### config.mk
export PLATFORM = sky130hd
export DESIGN_NAME = instr_fetch
export DESIGN_NICKNAME = d
export VERILOG_FILES = /design/src/rtl/instr_fetch.sv
export SDC_FILE = /design/constraint.sdc
export NUM_CORES = 1
export LEC_CHECK = 0
export CORE_MARGIN = 4
export CORE_UTILIZATION = 55
export DETAILED_ROUTE_END_ITERATION = 16
export GPL_TIMING_DRIVEN = 0
export HOLD_SLACK_MARGIN = 0.08
export PLACE_DENSITY = 0.84
export SYNTH_ARGS = -nofsm -noshare
export SYNTH_HDL_FRONTEND = slang
export SYNTH_SLANG_ARGS = --single-unit
### constraint.sdc
create_clock -name clk -period 14.04 [get_ports clk]
set_input_delay 2.808 -clock clk [delete_from_list [all_inputs] [get_ports clk]]
set_output_delay 2.808 -clock clk [all_outputs]
set_load 0.005 [all_outputs]
### src/rtl/instr_fetch.sv
// Instruction fetch stage: owns the PC and fetches from the boot ROM or from
// external instruction memory, presenting {instr, pc} to decode.
//
// Ports:
//   clk, reset            rising-edge clock, async active-high reset
//   rom_addr / rom_instr  boot ROM word address out, combinational data in
//   imem_req / imem_addr  external memory request, byte address
//   imem_ack / imem_rdata one-cycle acknowledge with data
//   redirect, redirect_pc load a new PC and flush
//   out_valid/out_ready   output handshake with decode
//   out_instr, out_pc     fetched instruction and its byte address
module instr_fetch #(
    parameter logic [31:0] RESET_PC = 32'hBFC00000,
    parameter int          ROM_AW   = 5
) (
    input  logic              clk,
    input  logic              reset,
    output logic [ROM_AW-1:0] rom_addr,
    input  logic [31:0]       rom_instr,
    output logic              imem_req,
    output logic [31:0]       imem_addr,
    input  logic              imem_ack,
    input  logic [31:0]       imem_rdata,
    input  logic              redirect,
    input  logic [31:0]       redirect_pc,
    input  logic              out_ready,
    output logic              out_valid,
    output logic [31:0]       out_instr,
    output logic [31:0]       out_pc
);

    localparam logic [1:0] RUN         = 2'd0;
    localparam logic [1:0] MEM_WAIT    = 2'd1;
    localparam logic [1:0] MEM_HOLD    = 2'd2;
    localparam logic [1:0] MEM_DISCARD = 2'd3;

    logic [31:0] pc, pc_d;
    logic [1:0]  state, state_d;
    logic        valid_d;
    logic [31:0] instr_d, opc_d;
    logic        req_d;
    logic [31:0] addr_d;
    logic [31:0] hold_instr, hold_instr_d;
    logic [31:0] hold_pc, hold_pc_d;

    logic        in_rom;
    logic        can_load;
    logic [31:0] pc_inc;

    assign rom_addr = pc[ROM_AW+1:2];
    assign in_rom   = (pc[31:ROM_AW+2] == RESET_PC[31:ROM_AW+2]);
    assign can_load = !out_valid || out_ready;
    assign pc_inc   = pc + 32'd4;

    always_comb begin
        pc_d         = pc;
        state_d      = state;
        valid_d      = out_valid;
        instr_d      = out_instr;
        opc_d        = out_pc;
        req_d        = imem_req;
        addr_d       = imem_addr;
        hold_instr_d = hold_instr;
        hold_pc_d    = hold_pc;

        // Consumed entry with nothing new behind it.
        if (out_valid && out_ready)
            valid_d = 1'b0;

        if (redirect) begin
            pc_d    = redirect_pc & ~32'd3;
            valid_d = 1'b0;
            case (state)
                MEM_WAIT: begin
                    if (imem_ack) begin
                        req_d   = 1'b0;
                        state_d = RUN;
                    end else begin
                        // Request stays outstanding; its data is dropped.
                        state_d = MEM_DISCARD;
                    end
                end
                MEM_DISCARD: begin
                    // An ack here still retires the dropped request.
                    if (imem_ack) begin
                        req_d   = 1'b0;
                        state_d = RUN;
                    end
                end
                default: state_d = RUN;
            endcase
        end else begin
            case (state)
                RUN: begin
                    if (in_rom) begin
                        if (can_load) begin
                            instr_d = rom_instr;
                            opc_d   = pc;
                            valid_d = 1'b1;
                            pc_d    = pc_inc;
                        end
                    end else begin
                        req_d   = 1'b1;
                        addr_d  = pc;
                        state_d = MEM_WAIT;
                    end
                end
                MEM_WAIT: begin
                    if (imem_ack) begin
                        pc_d  = pc_inc;
                        req_d = 1'b0;
                        if (can_load) begin
                            instr_d = imem_rdata;
                            opc_d   = imem_addr;
                            valid_d = 1'b1;
                            state_d = RUN;
                        end else begin
                            hold_instr_d = imem_rdata;
                            hold_pc_d    = imem_addr;
                            state_d      = MEM_HOLD;
                        end
                    end
                end
                MEM_HOLD: begin
                    if (can_load) begin
                        instr_d = hold_instr;
                        opc_d   = hold_pc;
                        valid_d = 1'b1;
                        state_d = RUN;
                    end
                end
                MEM_DISCARD: begin
                    if (imem_ack) begin
                        req_d   = 1'b0;
                        state_d = RUN;
                    end
                end
                default: state_d = RUN;
            endcase
        end
    end

    always_ff @(posedge clk or posedge reset) begin
        if (reset) begin
            pc         <= RESET_PC;
            state      <= RUN;
            out_valid  <= 1'b0;
            out_instr  <= 32'd0;
            out_pc     <= 32'd0;
            imem_req   <= 1'b0;
            imem_addr  <= 32'd0;
            hold_instr <= 32'd0;
            hold_pc    <= 32'd0;
        end else begin
            pc         <= pc_d;
            state      <= state_d;
            out_valid  <= valid_d;
            out_instr  <= instr_d;
            out_pc     <= opc_d;
            imem_req   <= req_d;
            imem_addr  <= addr_d;
            hold_instr <= hold_instr_d;
            hold_pc    <= hold_pc_d;
        end
    end

endmodule

* After elaboration in Yosys (flattened, before gate mapping) *
Cells that the tools add are included.

cells by class
  add/sub/neg operators = 1
  equal/unequal tests = 15
  multiplexer cells = 37
  bitwise operators = 3
  reduce and logical (&&, ||, !) cells = 14

operator list
  operator                 number
  $mux W32                 14
  $pmux W32 S3             2
  $pmux W32 S2             1
  $add A32 B3 Y32 const B  1
  $eq A25 B25 Y1 const B   1
  $ne A3 B3 Y1 const B     5
  $mux W2                  7
  $ne A2 B2 Y1 const B     6
  $mux W1                  9
  $reduce_and A3 Y1        3
  $pmux W2 S4              1
  $reduce_and A4 Y1        2
  $reduce_and A7 Y1        1
  $reduce_bool A3 Y1       2
  $eq A2 B2 Y1 const B     2
  $pmux W2 S2              1
  $not A1 Y1               3
  $pmux W1 S3              1
  $eq A2 B1 Y1 const B     1
  $logic_not A2 Y1         1
  $pmux W1 S2              1
  $reduce_bool A2 Y1       1
  $reduce_or A2 Y1         1
  $logic_and A1 B1 Y1      1
  other kinds (2)          2

storage, ports and cells
  flip-flop bits (word level) = 196
  input port bits = 101
  logic and storage cells = 79

* Longest topological paths before layout *
  depth after elaboration = 6
  mapped depth = 9
  gate-level depth less buffers = 7

* Least setup slack after synthesis *
No wires, ideal clock.

  path type = input to register
  start = input port imem_ack
  end = register pc[20]
  data arrival time = 4.389 ns
  required time = 13.953 ns
  slack = 9.564 ns
  stages = 7
  path buffers = 2
  cell sequence = clkbuf_1 nand2b_1 clkbuf_1 nand2_1 or3_1 or4_1 o211ai_1

between the ends
  word-level cells in the longest chain between the ends = 2

ends and longest elaborated chain
  element                      line  RTL
  start, declared              22    input logic imem_ack,
  $ne A3 B3 Y1 (no line)       -
  $reduce_and A4 Y1 (no line)  -
  end signal, assigned         155   pc <= pc_d;
  end, declared                37    logic [31:0] pc, pc_d;

Every way passes these cells.
A chain may end at the register's enable or synchronous reset.

* Worst setup path in the final report *
  start = input port out_ready
  end = register out_pc[12]

between the ends
  word-level cells in the longest chain between the ends = 3
  elaborated cells between the ends (all ways) = 5
  classes of those cells = 3 x eq/ne; 2 x reduce/logical

ends and longest elaborated chain
  element                        line  RTL
  start, declared                26    input logic out_ready,
  $logic_or A1 B1 Y1 *           52    assign can_load = !out_valid || out_ready;
  $ne A2 B2 Y1 (no line)         -
  $reduce_and A7 Y1 (no line) *  -
  end signal, assigned           159   out_pc <= opc_d;
  end, declared                  29    output logic [31:0] out_pc

Every way passes the cells marked *; elsewhere a longest branch is shown, timed or not.

==> results.tsv <==
stage	metric	value	unit
run_status	outcome	finished, final reports clean	
clocking	htree depth	4	
synthesis	mean post-synth cell area	10.9	um2
final_layout	Fill cells	1119	
clocking	Post-CTS Resized	0	
power_and_ir_drop	maximum VDD drop	0.116	mV
synthesis	Yosys cell types	41	
worst_setup_path	worst setup path start	out_ready	
final_layout	fraction of layout cells with a size suffix above 1	0.196	
route	TritonRoute pass-1 iters	5	
route	Iteration-0 DRC Markers	642	
clocking	CTS Buf Count	17	
clocking	clk buf depth	2	
synthesis	synth top area cells	dfrtp_1, mux2_2, a22oi_1	
worst_setup_path	critical path arrival	5.17	ns
global_route	first-pass GRT wire length	41300	um
placement	Final GP Congestion	0.960	
timing	Max Freq	206	MHz
timing	max-slew violation count	0	
synthesis	sequential fraction of the synthesis area	0.515	
route	drt wl/cell	20.1	um
global_route	grt total ovfl	0	
floorplan	row cnt	46	
worst_setup_path	startpoint types	input pin	
final_layout	final core occ	0.745	
placement	dpl cells	1254	
synthesis	EDFF count, synth	0	
final_layout	area delta synth->final	31.1	%
worst_setup_path	CP max FO	10	
final_layout	fin cells	1286	
timing	post-layout minimum cycle time	4.86	ns
route	Total Routed Length	25900	um
clocking	Root Driver	clkbuf_16	
final_layout	Ant. Diodes	0	
clocking	CTS tree	built	
global_route	vias in the first global route	7942	
placement	worst slack, placed	8.75	ns
synthesis	Synth Register Bits	188	
floorplan	IO Pins	204	
floorplan	Vert. Die Dim	137	um
synthesis	Mapped Area	9160	um2
timing	unrepaired setup endpoints after global routing	false	
power_and_ir_drop	Leakage	0.00492	uW
worst_setup_path	Reg2Reg Depth	8	
flow_run	max-cap violation count	0	
worst_setup_path	WS Path Type	in2reg	
clocking	clk sinks	188	
global_route	largest net degree at the start of global routing	110	
min_path	hold wc startpoint	out_pc[16]	
route	DR DRC count	0	
timing	worst slew pin tran	0.985	ns
timing	Max transition margin	0.342	
min_path	min-delay worst type	reg2reg	
synthesis	most common cell in the netlist	dfrtp_1	
synthesis	Commonest cells post-synth	dfrtp_1, mux2_2, nor2_1, a21oi_1, a22oi_1	
synthesis	Synth top area share	0.489	
placement	DPL Wire Length	18200	um
clocking	worst skew pair latency	0.43	ns
floorplan	die area	18800	um2
clocking	clock slew at reported path FFs	0.07	ns
timing	final worst slack	9.18	ns
min_path	Worst Hold Path EP	out_pc[16]	
worst_setup_path	Critical R2R Capture	out_pc[12]	
worst_setup_path	CP Capture Type	flop	
power_and_ir_drop	PwrDens	209	nW/um2
timing	count of final setup violators	0	
global_route	Tot GR Track Use	0.281	
synthesis	leading area contributor after synthesis	dfrtp_1	
global_route	initial antenna violation count	0	
worst_setup_path	Req. time, crit path	14.35	ns
synthesis	Ys Warns	0	
timing	setup TNS	0	ns
timing	Final Hold Vio Count	0	
min_path	hold path depth	1	
route	vias per cell	6.08	
floorplan	Initial Util	0.568	
worst_setup_path	flop2flop setup slack	11.04	ns
floorplan	core area	16100	um2
timing	Worst Skew	0.00542	ns
synthesis	Async SR Flop Fraction	1.00	
power_and_ir_drop	total power	2510	uW
timing	final period utilization	0.346	
clocking	Hold-fix buffers, CTS	0	
route	routed via count	7814	
floorplan	Die W	137	um
synthesis	main flop type after synthesis	dfrtp_1	
clocking	post-CTS setup buffer count	0	
route	DRT antenna net count	0	
worst_setup_path	RR Startpoint	state[1]	
synthesis	Post-Syn Instances	838	
final_layout	layout net count	1164	
placement	IO Port Bufs	196	
## sequential cells by signal, indices dropped and copies added (netlist names)
register,cells
hold_instr,32
out_instr,32
hold_pc,30
imem_addr,30
out_pc,30
pc,30
state,2
imem_req,1
out_valid,1
## kinds of logic (layout without fill, tap and decap cells)
group	count (synthesis)	in the layout	synth area share
flops	188	188	0.515
other cells	1	4	0.000409
buf+inv	78	307	0.0362
compound gates	196	196	0.136
simple gates	214	214	0.114
mux	155	155	0.191
fa+ha+maj	6	6	0.00820
## how the worst max path moves through the flow
stage	end	slack (ns)	cells after the start
after floorplan	hold_instr[0]	6.13	1
after global placement	out_instr[29]	3.66	2
after detailed placement	out_instr[31]	8.75	6
after CTS	out_instr[31]	9.18	6
after global routing	out_pc[22]	9.02	6
final	out_pc[12]	9.18	6
## cell type report
type | instances | area [um2] | share of cell area
Clock buffer | 22 | 474 | 0.0395
Clock inverter | 10 | 91.3 | 0.00761
Multi-Input combinational cell | 575 | 4120 | 0.343
Inverter | 4 | 22.5 | 0.00188
Buffer | 74 | 317 | 0.0264
Timing Repair Buffer | 197 | 1990 | 0.166
Tap cell | 216 | 270 | 0.0225
Sequential cell | 188 | 4720 | 0.393
## power by group
group          switching (uW)  leakage, uW  internal, uW
logic                     507      0.00236           603
registers                 157      0.00229           775
clock network             207     0.000264           258
total                     871      0.00492          1640
## critical path: stages
cell and delay, ns:
clkdlybuf4s50_1 0.43, nor2b_1 0.33, o41ai_1 0.15, o2111ai_1 0.45, clkbuf_1 0.59, mux2_2 0.42
## stage by stage
step                      area, um2  hold WS, ns
final                         12000        0.505
after global routing          12000        0.514
after CTS                     12000        0.507
after detailed placement      11400        0.492
after global placement        11400        0.486
after floorplan                9170        0.480
## routing by layer
layer,track usage,up-vias,share of wire
met5,0,-,0
met4,0.0904,0,0.021
met3,0.0526,46,0.075
met2,0.456,364,0.49
met1,0.383,3887,0.42
li1,-,3517,-
## placed cells by master, fill, tap and decap left out, types with 7 or more instances in the layout
master           synthesis  layout
clkdlybuf4s50_1          0     196
nand3_1                 20      20
mux2_2                 155     155
nand2_1                 22      22
o31ai_1                 10      10
nor2_1                 100     100
o21ai_0                 19      19
or3_1                   15      15
a31oi_1                 24      24
clkbuf_16                0      17
clkbuf_1                55      57
a22oi_1                 62      62
and3_1                   7       7
a21oi_1                 64      64
buf_4                    9       9
dfstp_2                  9       9
nand4_1                 14      14
or4_1                   15      15
dfrtp_1                179     179
Power figures use the tool's default switching activity.
